File: src/rtl/pipe_ctrl_pkg.sv
// Shared types and constants for the pipeline stall/flush sequencer.
//   state_e : sequencer states
//   ctrl_t  : bundle of register write enables and bubble (flush) strobes
//   OP_*    : opcodes the decode stage recognises (HLT drives fd_halt)
//   NOP_INSTR : encoding loaded into a pipeline register on a flush
package pipe_ctrl_pkg;

    localparam int REG_W = 4;

    localparam logic [3:0]  OP_HLT    = 4'hF;
    localparam logic [3:0]  OP_LW     = 4'h8;
    localparam logic [3:0]  OP_SW     = 4'h9;
    localparam logic [15:0] NOP_INSTR = 16'h0000;

    typedef enum logic [1:0] {
        RUN,
        MEM_WAIT,
        DRAIN,
        HALTED
    } state_e;

    typedef struct packed {
        logic pc_en;
        logic fd_en;
        logic de_en;
        logic xm_en;
        logic mw_en;
        logic fd_flush;
        logic de_flush;
        logic mw_flush;
    } ctrl_t;

    // Free-running pipeline: every register advances, nothing is squashed.
    localparam ctrl_t CTRL_FLOW = '{pc_en: 1'b1, fd_en: 1'b1, de_en: 1'b1, xm_en: 1'b1,
                                    mw_en: 1'b1, fd_flush: 1'b0, de_flush: 1'b0,
                                    mw_flush: 1'b0};

    // Data-memory stall: everything up to XM holds, MW takes a bubble so the
    // stalled access is not retired twice.
    localparam ctrl_t CTRL_FREEZE = '{pc_en: 1'b0, fd_en: 1'b0, de_en: 1'b0, xm_en: 1'b0,
                                      mw_en: 1'b1, fd_flush: 1'b0, de_flush: 1'b0,
                                      mw_flush: 1'b1};

    localparam ctrl_t CTRL_STOP = '0;

endpackage

File: src/rtl/hazard_detect.sv
// Load-use hazard compare (purely combinational).
//   fd_rs, fd_rt         : source registers of the instruction in decode
//   fd_uses_rs/rt        : decode instruction really reads that source
//   de_mem_read          : instruction in execute is a load
//   de_write_reg         : destination of the instruction in execute
//   load_use             : decode needs a value the load has not produced yet
module hazard_detect
    import pipe_ctrl_pkg::*;
(
    input  logic [REG_W-1:0] fd_rs,
    input  logic [REG_W-1:0] fd_rt,
    input  logic             fd_uses_rs,
    input  logic             fd_uses_rt,
    input  logic             de_mem_read,
    input  logic [REG_W-1:0] de_write_reg,
    output logic             load_use
);

    logic rs_match;
    logic rt_match;

    assign rs_match = fd_uses_rs && (fd_rs == de_write_reg);
    assign rt_match = fd_uses_rt && (fd_rt == de_write_reg);

    // R0 is hard-wired to zero, so a load targeting it never creates a dependency.
    assign load_use = de_mem_read && (de_write_reg != '0) && (rs_match || rt_match);

endmodule

File: src/rtl/pipeline_stall_ctrl.sv
// Central stall/flush sequencer for the five-stage pipeline.
//   clk, rst               : clock, asynchronous active-low reset
//   fd_* / de_* / ex_*     : hazard sources from decode and execute
//   xm_mem_req, mem_ready  : multi-cycle data-memory handshake
//   pc_en..mw_en           : pipeline register write enables (Mealy)
//   fd/de/mw_flush         : load a bubble into that register (Mealy)
//   halted, mem_err        : drained-and-stopped, sticky memory timeout
//   stall_cnt              : saturating count of cycles with PC held in RUN/MEM_WAIT
module pipeline_stall_ctrl
    import pipe_ctrl_pkg::*;
#(
    parameter int unsigned MEM_TIMEOUT  = 64,
    parameter int unsigned DRAIN_CYCLES = 3
) (
    input  logic             clk,
    input  logic             rst,
    input  logic [REG_W-1:0] fd_rs,
    input  logic [REG_W-1:0] fd_rt,
    input  logic             fd_uses_rs,
    input  logic             fd_uses_rt,
    input  logic             fd_halt,
    input  logic             de_mem_read,
    input  logic [REG_W-1:0] de_write_reg,
    input  logic             ex_branch_taken,
    input  logic             xm_mem_req,
    input  logic             mem_ready,
    output logic             pc_en,
    output logic             fd_en,
    output logic             de_en,
    output logic             xm_en,
    output logic             mw_en,
    output logic             fd_flush,
    output logic             de_flush,
    output logic             mw_flush,
    output logic             halted,
    output logic             mem_err,
    output logic [15:0]      stall_cnt
);

    localparam int WAIT_W  = $clog2(MEM_TIMEOUT + 1);
    localparam int DRAIN_W = $clog2(DRAIN_CYCLES + 1);

    state_e             state_q,   state_d;
    logic [WAIT_W-1:0]  wait_q,    wait_d;
    logic [DRAIN_W-1:0] drain_q,   drain_d;
    logic               mem_err_q, mem_err_d;
    logic [15:0]        stall_q,   stall_d;

    ctrl_t ctrl;
    logic  load_use;
    logic  mem_stall;

    hazard_detect u_hazard_detect (
        .fd_rs        (fd_rs),
        .fd_rt        (fd_rt),
        .fd_uses_rs   (fd_uses_rs),
        .fd_uses_rt   (fd_uses_rt),
        .de_mem_read  (de_mem_read),
        .de_write_reg (de_write_reg),
        .load_use     (load_use)
    );

    assign mem_stall = xm_mem_req && !mem_ready;

    always_comb begin
        // NOTE: every signal driven here gets a default first, so no path can
        // leave one unassigned and infer a latch.
        ctrl      = CTRL_FLOW;
        state_d   = state_q;
        wait_d    = wait_q;
        drain_d   = drain_q;
        mem_err_d = mem_err_q;

        unique case (state_q)
            RUN, MEM_WAIT: begin
                if (mem_stall) begin
                    ctrl = CTRL_FREEZE;
                    if (state_q == RUN) begin
                        // The detecting cycle is already the first wait cycle.
                        state_d = MEM_WAIT;
                        wait_d  = WAIT_W'(1);
                    end else if (wait_q == WAIT_W'(MEM_TIMEOUT - 1)) begin
                        state_d   = HALTED;
                        mem_err_d = 1'b1;
                    end else begin
                        wait_d = wait_q + 1'b1;
                    end
                end else begin
                    // Ready cycle of a memory wait is treated exactly like RUN,
                    // so a branch held in execute is applied right here.
                    state_d = RUN;
                    wait_d  = '0;
                    if (ex_branch_taken) begin
                        // Squashes the decode instruction, including a HLT.
                        ctrl.fd_flush = 1'b1;
                        ctrl.de_flush = 1'b1;
                    end else if (fd_halt) begin
                        ctrl.pc_en    = 1'b0;
                        ctrl.fd_flush = 1'b1;
                        drain_d       = DRAIN_W'(DRAIN_CYCLES - 1);
                        state_d       = DRAIN;
                    end else if (load_use) begin
                        ctrl.pc_en    = 1'b0;
                        ctrl.fd_en    = 1'b0;
                        ctrl.de_flush = 1'b1;
                    end
                end
            end

            DRAIN: begin
                if (mem_stall) begin
                    ctrl = CTRL_FREEZE;
                end else begin
                    ctrl.pc_en    = 1'b0;
                    ctrl.fd_flush = 1'b1;
                    ctrl.de_flush = 1'b1;
                    if (drain_q == '0) begin
                        state_d = HALTED;
                    end else begin
                        drain_d = drain_q - 1'b1;
                    end
                end
            end

            HALTED: begin
                ctrl = CTRL_STOP;
            end
        endcase

        stall_d = stall_q;
        if ((state_q == RUN || state_q == MEM_WAIT) && !ctrl.pc_en && stall_q != 16'hFFFF) begin
            stall_d = stall_q + 16'd1;
        end
    end

    // NOTE: sequential state uses non-blocking assignments so every flop
    // samples the pre-edge values regardless of statement order.
    always_ff @(posedge clk or negedge rst) begin
        if (!rst) begin
            state_q   <= RUN;
            wait_q    <= '0;
            drain_q   <= '0;
            mem_err_q <= 1'b0;
            stall_q   <= '0;
        end else begin
            state_q   <= state_d;
            wait_q    <= wait_d;
            drain_q   <= drain_d;
            mem_err_q <= mem_err_d;
            stall_q   <= stall_d;
        end
    end

    assign pc_en     = ctrl.pc_en;
    assign fd_en     = ctrl.fd_en;
    assign de_en     = ctrl.de_en;
    assign xm_en     = ctrl.xm_en;
    assign mw_en     = ctrl.mw_en;
    assign fd_flush  = ctrl.fd_flush;
    assign de_flush  = ctrl.de_flush;
    assign mw_flush  = ctrl.mw_flush;
    assign halted    = (state_q == HALTED);
    assign mem_err   = mem_err_q;
    assign stall_cnt = stall_q;

endmodule

File: config.mk
export PLATFORM = sky130hd
export DESIGN_NAME = pipeline_stall_ctrl
export DESIGN_NICKNAME = d
export VERILOG_FILES = /design/src/rtl/pipe_ctrl_pkg.sv /design/src/rtl/hazard_detect.sv /design/src/rtl/pipeline_stall_ctrl.sv
export SDC_FILE = /design/constraint.sdc
export NUM_CORES = 1
export LEC_CHECK = 0
export BUFFER_PORTS_ARGS = -buffer_cell sky130_fd_sc_hd__buf_2
export CAP_MARGIN = 20
export CORE_MARGIN = 1.5
export CORE_UTILIZATION = 45
export CTS_BUF_LIST = sky130_fd_sc_hd__clkbuf_4
export DETAILED_ROUTE_END_ITERATION = 10
export PLACE_DENSITY = 0.8
export SLEW_MARGIN = 20
export SYNTH_ARGS = -nofsm -noshare
export SYNTH_HDL_FRONTEND = slang
export SYNTH_SLANG_ARGS = --single-unit
File: constraint.sdc
create_clock -name clk -period 2.5 [get_ports clk]
set_input_delay 0.25 -clock clk [delete_from_list [all_inputs] [get_ports clk]]
set_output_delay 0.25 -clock clk [all_outputs]
set_load 0.005 [all_outputs]
==> impl_results.rst, run 1 <==
.. list-table::
   :header-rows: 1

   * - Metric
     - Value
   * - Most common flop cell mapped by yosys
     - sky130_fd_sc_hd__dfrtp_1
   * - Highest fanout seen on the critical path
     - 10
   * - Pwr Density
     - 514.8 nW/um^2
   * - Count of flip-flops with a built-in enable after synthesis
     - 0
   * - Most common cell after layout, fill and taps aside
     - sky130_fd_sc_hd__buf_2
   * - Max Clock Freq
     - 517.6 MHz
   * - Number of buffer cells added on primary ports
     - 46
   * - TritonCTS Sinks
     - 28
   * - Worst hold path depth
     - 4
   * - Detail-routed via count per cell
     - 5.208
   * - Worst min path class
     - input port to register
   * - Synth Register Bits
     - 28
   * - Avg Cell Area, Syn
     - 9.518 um^2
   * - Aggregate routed wire length
     - 3.212 mm
   * - Deepest clock path buffer count
     - 2
   * - Number of placed instances, taps included
     - 261
   * - Transition time at the pin with the least slew margin
     - 0.6157 ns
   * - Yosys top cell area share
     - 0.4255
   * - Final standard cell count with taps included and fillers excluded
     - 265
   * - Max-cap check violation count
     - 0
   * - Commonest cells after routing, fill and taps aside
     - 46 x sky130_fd_sc_hd__buf_2, 28 x sky130_fd_sc_hd__dfrtp_1, 21 x sky130_fd_sc_hd__xor2_1, 18 x sky130_fd_sc_hd__nor2_1, 14 x sky130_fd_sc_hd__nand2_1
   * - Aggregate negative setup slack
     - 0 ns
   * - Vias in the first global route
     - 1364
   * - Result of the run
     - complete, no violations
   * - Capture instance of the worst register-to-register path
     - stall_cnt[1]
   * - Share of synthesized area occupied by flip-flops and latches
     - 0.4255
   * - Number of distinct library cells after synthesis
     - 42
   * - Headroom to the max-slew limit
     - 0.5895
   * - Period utilisation layout
     - 0.7728
   * - DIE WIDTH
     - 63.49 um
   * - Finished Core Util
     - 0.5674
   * - CTS tree
     - built
   * - Global route overflow
     - 0
   * - Setup repair after global routing missed its margin
     - no
   * - Wire length per cell after detailed routing
     - 12.12 um
   * - Ranking of synthesized cells by area
     - sky130_fd_sc_hd__dfrtp_1 43%, sky130_fd_sc_hd__xor2_1 11%, sky130_fd_sc_hd__nor2_1 4.1%
   * - Area inside the core boundary
     - 3416 um^2
   * - GRT Total Usage
     - 0.1737
   * - Critical path class
     - register to register
   * - Kind of capture point of the worst setup path
     - register
   * - Reg-to-reg startpoint
     - stall_cnt[6]
   * - Leading area contributor after synthesis
     - sky130_fd_sc_hd__dfrtp_1
   * - R2R Setup Slk
     - 0.57 ns
   * - Layout cells sized above 1
     - 0.2694
   * - Placement Setup Slack
     - 0.5092 ns
   * - Category of the worst setup path launch point
     - register
   * - Routed Antenna Nets
     - 0
   * - CP required
     - 2.73 ns
   * - Final layout net count
     - 245
   * - Filler instances
     - 327
   * - Post-route minimum period
     - 1.932 ns
   * - Post-detailed-route DRC marker count
     - 0
   * - Clock Tree Root
     - sky130_fd_sc_hd__clkbuf_4
   * - Area growth syn-to-layout
     - 17.71%
   * - Initial antenna violation count
     - 0
   * - Worst Setup SP
     - stall_cnt[6]
   * - Effective utilization at floorplan
     - 0.4821
   * - Total I/O pin count
     - 47
   * - Setup violations, final
     - 0
   * - Last weighted congestion value of the routability-driven placer
     - 0.7724
   * - YS warnings
     - 0
   * - PnR worst setup slack
     - 0.5681 ns
   * - Syn Nets
     - 197
   * - Share of synthesized registers carrying an async set or reset
     - 1.000
   * - Post-CTS setup buffers
     - 0
   * - 1st-iter DRT viols
     - 67
   * - Total vias in the final route
     - 1380
   * - Die height
     - 63.49 um
   * - Synthesized instance count
     - 173
   * - Setup clock skew after layout
     - 0.005161 ns
   * - Count of antenna diodes in the layout
     - 0
   * - Worst setup endpoint
     - stall_cnt[1]
   * - Clock-pin slew reported for the worst setup and hold paths after clock tree synthesis
     - 0.14 ns
   * - P_leak
     - 0.9776 nW
   * - Max IR drop VDD
     - 0.2740 mV
   * - Wire length of the first global-routing pass
     - 5.658 mm
   * - Slew Viols, Final
     - 0
   * - Detailed-placement wirelength estimate
     - 2.469 mm
   * - First-pass detailed-route iteration total
     - 4
   * - Count of cells along the worst register-to-register path
     - 5
   * - Maximum number of pins on one net before global-route repair
     - 29
   * - Std-Cell Rows
     - 21
   * - Inserted Clock Buffers
     - 3
   * - Post-Syn Area
     - 1647 um^2
   * - Later-pin clock latency in the skew report
     - 0.32 ns
   * - Final count of hold timing violations
     - 0
   * - Worst path arrival time
     - 2.16 ns
   * - H-tree Lvls
     - 1
   * - Die Footprint
     - 4031 um^2
==> through the flow <==
step / hold slack (ns) / power (W) / instance area (um^2)
after floorplan: -0.04559 / 0.0007186 / 1647
after global placement: 0.2980 / 0.0008144 / 1906
after detailed placement: 0.2986 / 0.0008288 / 1906
after CTS: 0.2770 / 0.001012 / 1938
after global routing: 0.3066 / 0.001076 / 1938
final: 0.2843 / 0.0009978 / 1938
==> how the worst min path moves through the flow <==
stage	startpoint	endpoint	slack, ns
3_3_place_gp	rst	wait_q[4]	0.30
6_report	mem_ready	state_q[0]	0.28
3_5_place_dp	rst	wait_q[4]	0.30
4_1_cts	mem_ready	state_q[0]	0.28
5_1_grt	mem_ready	state_q[0]	0.31
2_1_floorplan	rst	drain_q[0]	-0.05
==> Yosys cell counts (2+ instances only) <==
| cell type | instances |
|---|---|
| sky130_fd_sc_hd__nor3_1 | 10 |
| sky130_fd_sc_hd__o21ai_0 | 5 |
| sky130_fd_sc_hd__and4_1 | 2 |
| sky130_fd_sc_hd__xor2_1 | 21 |
| sky130_fd_sc_hd__xnor2_1 | 5 |
| sky130_fd_sc_hd__and3_1 | 3 |
| sky130_fd_sc_hd__nor4_1 | 5 |
| sky130_fd_sc_hd__nor3b_1 | 3 |
| sky130_fd_sc_hd__inv_1 | 6 |
| sky130_fd_sc_hd__nand3b_1 | 2 |
| sky130_fd_sc_hd__ha_1 | 3 |
| sky130_fd_sc_hd__nor2b_1 | 2 |
| sky130_fd_sc_hd__a21oi_1 | 6 |
| sky130_fd_sc_hd__nand4_1 | 5 |
| sky130_fd_sc_hd__nand3_1 | 7 |
| sky130_fd_sc_hd__nor3_2 | 2 |
| sky130_fd_sc_hd__nor2_1 | 18 |
| sky130_fd_sc_hd__clkbuf_1 | 2 |
| sky130_fd_sc_hd__dfrtp_1 | 28 |
| sky130_fd_sc_hd__nor4_2 | 2 |
| sky130_fd_sc_hd__nand2_1 | 14 |
| sky130_fd_sc_hd__and2_1 | 2 |
==> layer usage <==
layer / global-route usage / part of all wire
met1: 0.2180 / 0.46
met2: 0.3013 / 0.48
met3: 0.04107 / 0.062
met4: 0.04076 / 0
met5: 0 / 0
==> where the power goes <==
group | total (W) | internal, W | switching (W)
clock network | 0.000181 | 0.0000565 | 0.000125
logic | 0.000238 | 0.000120 | 0.000118
registers | 0.000578 | 0.000513 | 0.0000650
==> timing repair <==
item | in CTS | in global routing
resized for setup | 0 | 0
hold buffers | 1 | 0
endpoints found under the hold margin | 28 | 0
==> critical path, stage by stage (launching register included) <==
cell and delay [ns]:
sky130_fd_sc_hd__dfrtp_1 0.45, sky130_fd_sc_hd__and4_1 0.28, sky130_fd_sc_hd__nand2_1 0.14, sky130_fd_sc_hd__nor3_2 0.52, sky130_fd_sc_hd__nor3b_1 0.16, sky130_fd_sc_hd__mux2_2 0.30
==> flip-flops by register name, indices dropped and copies added (netlist names) <==
register and cells:
mem_err 1, drain_q 2, state_q 2, stall_cnt 16
wait_q 7
==> cell families (layout without fill, tap and decap cells) <==
| family | Yosys count | after routing | synth area share |
|---|---|---|---|
| AND/OR/NAND/NOR | 83 | 83 | 0.2849 |
| flip-flops | 28 | 28 | 0.4255 |
| XOR/XNOR | 26 | 26 | 0.1383 |
| AO/OA/AOI/OAI | 20 | 20 | 0.08131 |
| buffers and inverters | 12 | 58 | 0.04027 |
| adder cells (fa/ha/maj) | 3 | 3 | 0.02280 |
| multiplexers | 1 | 1 | 0.006838 |
==> area by class of cell <==
| cell class | count | area (um^2) | area share |
|---|---|---|---|
| multi-input combinational | 133 | 879.6 | 0.4538 |
| tap | 46 | 57.56 | 0.02970 |
| timing repair buffer | 49 | 255.2 | 0.1317 |
| sequential | 28 | 700.7 | 0.3615 |
| inverter | 6 | 22.52 | 0.01162 |
| clock buffer | 3 | 22.52 | 0.01162 |
No activity file was read; power rests on OpenSTA's default activity.
==> run 2: changes to the inputs <==
PLACE_DENSITY = 0.82   (was 0.8)
clock period = 1.7 ns   (was 2.5 ns; I/O delays follow)
==> impl_results.rst, run 2 (synthesis results as in run 1) <==
.. list-table::
   :header-rows: 1

   * - Metric
     - Value
   * - Critical path class
     - register to register
   * - Std-Cell Rows
     - 21 (unchanged)
   * - DIE WIDTH
     - 63.49 um (unchanged)
   * - Placement Setup Slack
     - -0.1737 ns (-0.6829 ns)
   * - Die Footprint
     - 4031 um^2 (unchanged)
   * - Count of antenna diodes in the layout
     - 0 (unchanged)
   * - CP required
     - 1.93 ns (-0.80 ns)
   * - Worst min path class
     - input port to register
   * - P_leak
     - 1.184 nW (+21%)
   * - Category of the worst setup path launch point
     - register
   * - Total vias in the final route
     - 1588 (+15%)
   * - Filler instances
     - 279 (-15%)
   * - Clock Tree Root
     - sky130_fd_sc_hd__clkbuf_4
   * - Layout cells sized above 1
     - 0.4269 (+0.1575)
   * - H-tree Lvls
     - 1 (unchanged)
   * - Global route overflow
     - 0 (unchanged)
   * - Setup repair after global routing missed its margin
     - yes
   * - Headroom to the max-slew limit
     - 0.5953 (+0.005802)
   * - Worst path arrival time
     - 1.95 ns (-0.21 ns)
   * - Deepest clock path buffer count
     - 2 (unchanged)
   * - Initial antenna violation count
     - 0 (unchanged)
   * - Routed Antenna Nets
     - 0 (unchanged)
   * - Pwr Density
     - 710.6 nW/um^2 (+38%)
   * - Aggregate routed wire length
     - 4.019 mm (+25%)
   * - Total I/O pin count
     - 47 (unchanged)
   * - Worst Setup SP
     - stall_cnt[2]
   * - Period utilisation layout
     - 1.007 (+0.2343)
   * - Max IR drop VDD
     - 0.3669 mV (+34%)
   * - Reg-to-reg startpoint
     - stall_cnt[2]
   * - Wire length per cell after detailed routing
     - 13.44 um (+11%)
   * - Result of the run
     - finished, violations left
   * - Number of buffer cells added on primary ports
     - 46 (unchanged)
   * - Clock-pin slew reported for the worst setup and hold paths after clock tree synthesis
     - 0.15 ns (about the same)
   * - Number of placed instances, taps included
     - 291 (+11%)
   * - CTS tree
     - built
   * - 1st-iter DRT viols
     - 122 (+82%)
   * - Later-pin clock latency in the skew report
     - 0.33 ns (about the same)
   * - Hold Startpoint
     - mem_ready
   * - Detail-routed via count per cell
     - 5.311 (+2.0%)
   * - Most common cell after layout, fill and taps aside
     - sky130_fd_sc_hd__buf_2
   * - Detailed-placement wirelength estimate
     - 3.090 mm (+25%)
   * - Post-detailed-route DRC marker count
     - 0 (unchanged)
   * - Number of flip-flops under the largest register name
     - 16 (unchanged)
   * - Max-cap check violation count
     - 0 (unchanged)
   * - Final layout net count
     - 278 (+13%)
   * - Last weighted congestion value of the routability-driven placer
     - 0.7685 (-0.50%)
   * - Violations in the final reports
     - setup timing
   * - Inserted Clock Buffers
     - 3 (unchanged)
   * - Area growth syn-to-layout
     - 38.30%
   * - Max Clock Freq
     - 584.1 MHz (+13%)
   * - Aggregate negative setup slack
     - -0.01203 ns (-0.01203 ns)
   * - Setup violations, final
     - 1 (+1)
   * - Highest fanout seen on the critical path
     - 4 (-6)
   * - GRT Total Usage
     - 0.2050 (+0.03125)
   * - Transition time at the pin with the least slew margin
     - 0.6070 ns (-0.008702 ns)
   * - Final count of hold timing violations
     - 0 (unchanged)
   * - TritonCTS Sinks
     - 28 (unchanged)
   * - Vias in the first global route
     - 1576 (+16%)
   * - Wire length of the first global-routing pass
     - 6.755 mm (+19%)
   * - Maximum number of pins on one net before global-route repair
     - 29 (unchanged)
   * - Post-route minimum period
     - 1.712 ns (-0.2199 ns)
   * - PnR worst setup slack
     - -0.01203 ns (-0.5801 ns)
   * - Die height
     - 63.49 um (unchanged)
   * - R2R Setup Slk
     - -0.01 ns (-0.58 ns)
   * - Kind of capture point of the worst setup path
     - register
   * - First-pass detailed-route iteration total
     - 4 (unchanged)
   * - Setup clock skew after layout
     - 0.01125 ns (+0.006088 ns)
   * - Final standard cell count with taps included and fillers excluded
     - 299 (+13%)
   * - Area inside the core boundary
     - 3416 um^2 (unchanged)
   * - Slew Viols, Final
     - 0 (unchanged)
   * - Effective utilization at floorplan
     - 0.4821 (unchanged)
   * - Commonest cells after routing, fill and taps aside
     - 46 x sky130_fd_sc_hd__buf_2, 33 x sky130_fd_sc_hd__buf_4, 28 x sky130_fd_sc_hd__dfrtp_1, 21 x sky130_fd_sc_hd__xor2_1, 18 x sky130_fd_sc_hd__nor2_1
-- run 2: stage by stage --
| stage | utilization | total power [W] | instance area, um^2 | hold WS, ns |
|---|---|---|---|---|
| floorplan | - | 0.001057 | 1647 | -0.1256 |
| global placement | 0.6275 | 0.001282 | 2143 | 0.2189 |
| detailed placement | 0.6275 | 0.001299 | 2143 | 0.2185 |
| CTS | 0.6421 | 0.001579 | 2193 | 0.2066 |
| global route | 0.6667 | 0.001736 | 2277 | 0.2495 |
| finish | 0.6667 | 0.001618 | 2277 | 0.2219 |
-- run 2: critical path: stages, from the launching register on --
cell	delay, ns
sky130_fd_sc_hd__dfrtp_1	0.45
sky130_fd_sc_hd__and3_4	0.21
sky130_fd_sc_hd__and2_1	0.16
sky130_fd_sc_hd__nand2_1	0.10
sky130_fd_sc_hd__or4b_4	0.55
sky130_fd_sc_hd__xnor2_2	0.15
-- run 2: what timing repair did --
item | CTS | global route
hold buffers | 1 | 0
pin swaps | 1 | 6
resized for setup | 3 | 15
setup endpoints to repair | 5 | 13
hold endpoints to repair | 28 | 0
setup buffers | 0 | 3
-- run 2: layout make-up --
class | count | area [um^2] | area share
well taps | 46 | 57.56 | 0.02527
repair buffers | 82 | 519.2 | 0.2280
inverters | 6 | 22.52 | 0.009890
flip-flops and latches | 28 | 700.7 | 0.3077
clock inverters | 1 | 3.754 | 0.001648
clock buffers | 3 | 22.52 | 0.009890
multi-input cells | 133 | 950.9 | 0.4176
-- run 2: worst paths after layout --
path / to / cells after the start
worst max-delay path: stall_cnt[7] / 5
worst min-delay path: state_q[0] / 4
worst max register to register: stall_cnt[7] / 5
worst min register to register: mem_err / 1
max in group asynchronous: stall_cnt[6] / 2
min in group asynchronous: stall_cnt[14] / 2
-- run 2: power by group --
group | switching (W) | internal (W) | total, W | leakage (nW)
logic | 0.000232 | 0.000280 | 0.000511 | 0.806
registers | 0.0000722 | 0.000755 | 0.000827 | 0.363
clock network | 0.000194 | 0.0000861 | 0.000280 | 0.0154
-- run 2: routing by layer --
layer | wire length, um | GRT usage | vias up
li1 | - | - | 769
met1 | 1605 | 0.2400 | 749
met2 | 2167 | 0.3908 | 62
met3 | 177 | 0.02500 | 8
met4 | 68 | 0.05163 | 0
met5 | 0 | 0 | -
==> run 3: changes to the inputs <==
SETUP_SLACK_MARGIN = 0.5   (was not set)
==> impl_results.rst, run 3 (synthesis results as in run 1) <==
.. list-table::
   :header-rows: 1

   * - Metric
     - Value
   * - Result of the run
     - finished, violations left
   * - Number of flip-flops under the largest register name
     - 16 (unchanged)
   * - Violations in the final reports
     - setup timing
   * - GRT Total Usage
     - 0.2595 (+0.05448)
   * - Category of the worst setup path launch point
     - register
   * - Area growth syn-to-layout
     - 82.22%
   * - Worst setup endpoint
     - stall_cnt[5]
   * - First-pass detailed-route iteration total
     - 4 (unchanged)
   * - DIE WIDTH
     - 63.49 um (unchanged)
   * - CP required
     - 1.97 ns (+0.04 ns)
   * - Count of antenna diodes in the layout
     - 0 (unchanged)
   * - Final count of hold timing violations
     - 0 (unchanged)
   * - Final layout net count
     - 304 (+9.4%)
   * - Inserted Clock Buffers
     - 3 (unchanged)
   * - Detailed-placement wirelength estimate
     - 2.781 mm (-10%)
   * - Die height
     - 63.49 um (unchanged)
   * - Count of cells along the worst register-to-register path
     - 6 (+1)
   * - P_leak
     - 1.461 nW (+23%)
   * - Post-detailed-route DRC marker count
     - 0 (unchanged)
   * - H-tree Lvls
     - 1 (unchanged)
   * - Total power
     - 0.002014 W (+24%)
   * - Critical path class
     - register to register
   * - Deepest clock path buffer count
     - 2 (unchanged)
   * - PnR worst setup slack
     - -0.05384 ns (-0.04182 ns)
   * - Max Clock Freq
     - 570.2 MHz (-2.4%)
   * - Std-Cell Rows
     - 21 (unchanged)
   * - Setup violations, final
     - 6 (+5)
   * - Max-cap check violation count
     - 0 (unchanged)
   * - Pwr Density
     - 671.3 nW/um^2 (-5.5%)
   * - R2R Setup Slk
     - -0.05 ns (-0.04 ns)
   * - 1st-iter DRT viols
     - 146 (+20%)
   * - Number of buffer cells added on primary ports
     - 46 (unchanged)
   * - Transition time at the pin with the least slew margin
     - 0.7660 ns (+0.1590 ns)
   * - Capture instance of the worst register-to-register path
     - stall_cnt[5]
   * - Initial antenna violation count
     - 0 (unchanged)
   * - Worst path arrival time
     - 2.02 ns (+0.07 ns)
   * - Clock-pin slew reported for the worst setup and hold paths after clock tree synthesis
     - 0.16 ns (about the same)
   * - Total vias in the final route
     - 1960 (+23%)
   * - Kind of capture point of the worst setup path
     - register
   * - Clock Tree Root
     - sky130_fd_sc_hd__clkbuf_4
   * - TritonCTS Sinks
     - 28 (unchanged)
   * - Commonest cells after routing, fill and taps aside
     - 37 x sky130_fd_sc_hd__buf_2, 36 x sky130_fd_sc_hd__buf_6, 31 x sky130_fd_sc_hd__buf_4, 26 x sky130_fd_sc_hd__dfrtp_1, 21 x sky130_fd_sc_hd__xor2_1
   * - Total I/O pin count
     - 47 (unchanged)
   * - Global route overflow
     - 0 (unchanged)
   * - Later-pin clock latency in the skew report
     - 0.34 ns (about the same)
   * - Period utilisation layout
     - 1.032 (+0.02460)
   * - Wire length per cell after detailed routing
     - 21.21 um (+58%)
   * - Reg-to-reg startpoint
     - state_q[1]
   * - Maximum number of pins on one net before global-route repair
     - 29 (unchanged)
   * - Die Footprint
     - 4031 um^2 (unchanged)
   * - Minimum hold slack
     - 0.2924 ns (+0.07054 ns)
   * - Worst min path class
     - input port to register
   * - Filler instances
     - 154 (-45%)
   * - Effective utilization at floorplan
     - 0.4821 (unchanged)
   * - Layout cells sized above 1
     - 0.6272 (+0.2004)
   * - Aggregate routed wire length
     - 6.893 mm (+72%)
   * - Highest fanout seen on the critical path
     - 5 (+1)
   * - Most common cell after layout, fill and taps aside
     - sky130_fd_sc_hd__buf_2
   * - Setup clock skew after layout
     - 0.005734 ns (-0.005515 ns)
   * - Headroom to the max-slew limit
     - 0.4883 (-0.1070)
   * - Setup repair after global routing missed its margin
     - yes
   * - Worst Setup SP
     - state_q[1]
   * - Area inside the core boundary
     - 3416 um^2 (unchanged)
   * - Slew Viols, Final
     - 0 (unchanged)
   * - CTS tree
     - built
   * - Post-route minimum period
     - 1.754 ns (+0.04182 ns)
   * - Last weighted congestion value of the routability-driven placer
     - 0.7732 (+0.61%)
   * - Vias in the first global route
     - 1762 (+12%)
   * - Routed Antenna Nets
     - 0 (unchanged)
   * - Wire length of the first global-routing pass
     - 8.300 mm (+23%)
   * - Max IR drop VDD
     - 0.4131 mV (+13%)
   * - Detail-routed via count per cell
     - 6.031 (+14%)
-- run 3: changes by cell type in the layout (fill, tap and decap cells not counted), moves of 5 or more --
| cell | before | now |
|---|---|---|
| sky130_fd_sc_hd__nor2_1 | 18 | 13 |
| sky130_fd_sc_hd__buf_2 | 46 | 37 |
| sky130_fd_sc_hd__nor4_4 | 0 | 7 |
| sky130_fd_sc_hd__buf_6 | 1 | 36 |
| sky130_fd_sc_hd__nor3_4 | 1 | 9 |
| sky130_fd_sc_hd__nor3_1 | 10 | 1 |
-- run 3: where the power goes --
part | leakage, nW | internal [W] | switching, W
Sequential | 0.361 | 0.000760 | 0.0000959
Combinational | 1.08 | 0.000459 | 0.000403
Clock | 0.0154 | 0.0000867 | 0.000209
Total | 1.46 | 0.00131 | 0.000708
-- run 3: worst min path at each step --
stage               cells after the start  slack [ns]            end      start
finish                                  4        0.29      wait_q[1]  mem_ready
global route                            4        0.28      wait_q[1]  mem_ready
CTS                                     4        0.23     state_q[0]  mem_ready
detailed placement                      1        0.22  stall_cnt[12]        rst
global placement                        1        0.22  stall_cnt[12]        rst
floorplan                               0       -0.13     drain_q[0]        rst
-- run 3: repair_timing --
action | in CTS | in global routing
pin swaps | 17 | 26
hold buffers | 1 | 0
cloned | 1 | 1
setup buffers | 28 | 13
endpoints found under the hold margin | 28 | 0
gates resized for setup | 50 | 65
setup endpoints to repair | 36 | 46
-- run 3: worst max-delay path, cell delays in order, from the launching register on --
cell                      delay [ns]
sky130_fd_sc_hd__dfrtp_1        0.46
sky130_fd_sc_hd__buf_6          0.14
sky130_fd_sc_hd__a21oi_4        0.21
sky130_fd_sc_hd__buf_6          0.18
sky130_fd_sc_hd__nand4_1        0.21
sky130_fd_sc_hd__nor3_4         0.26
sky130_fd_sc_hd__xor2_1         0.21
-- run 3: area by class of cell --
class / count / area, um^2 / share of cell area
clock buffer: 3 / 22.52 / 0.007506
timing repair buffer: 108 / 890.9 / 0.2969
multi-input combinational: 133 / 1300 / 0.4333
clock inverter: 1 / 3.754 / 0.001251
inverter: 6 / 22.52 / 0.007506
tap: 46 / 57.56 / 0.01918
sequential: 28 / 703.2 / 0.2344
-- run 3: per-stage QoR --
step | area, um^2 | setup TNS [ns] | setup slack (ns) | util | std cells
CTS | 2619 | 0 | 0.09413 | 0.7667 | 311
global route | 3000 | -1.178 | -0.1080 | 0.8784 | 325
finish | 3000 | -0.1040 | -0.05384 | 0.8784 | 325
detailed placement | 2110 | -0.6893 | -0.1889 | 0.6176 | 277
global placement | 2110 | -0.3594 | -0.1334 | 0.6176 | 277
floorplan | 1735 | 0 | 0.1332 | - | 173
-- run 3: metal layers --
metal	share of wire	global-route usage	up-vias
li1	-	-	830
met1	0.34	0.3059	920
met4	0.083	0.08967	0
met2	0.50	0.4776	153
met5	0	0	-
met3	0.076	0.03571	57
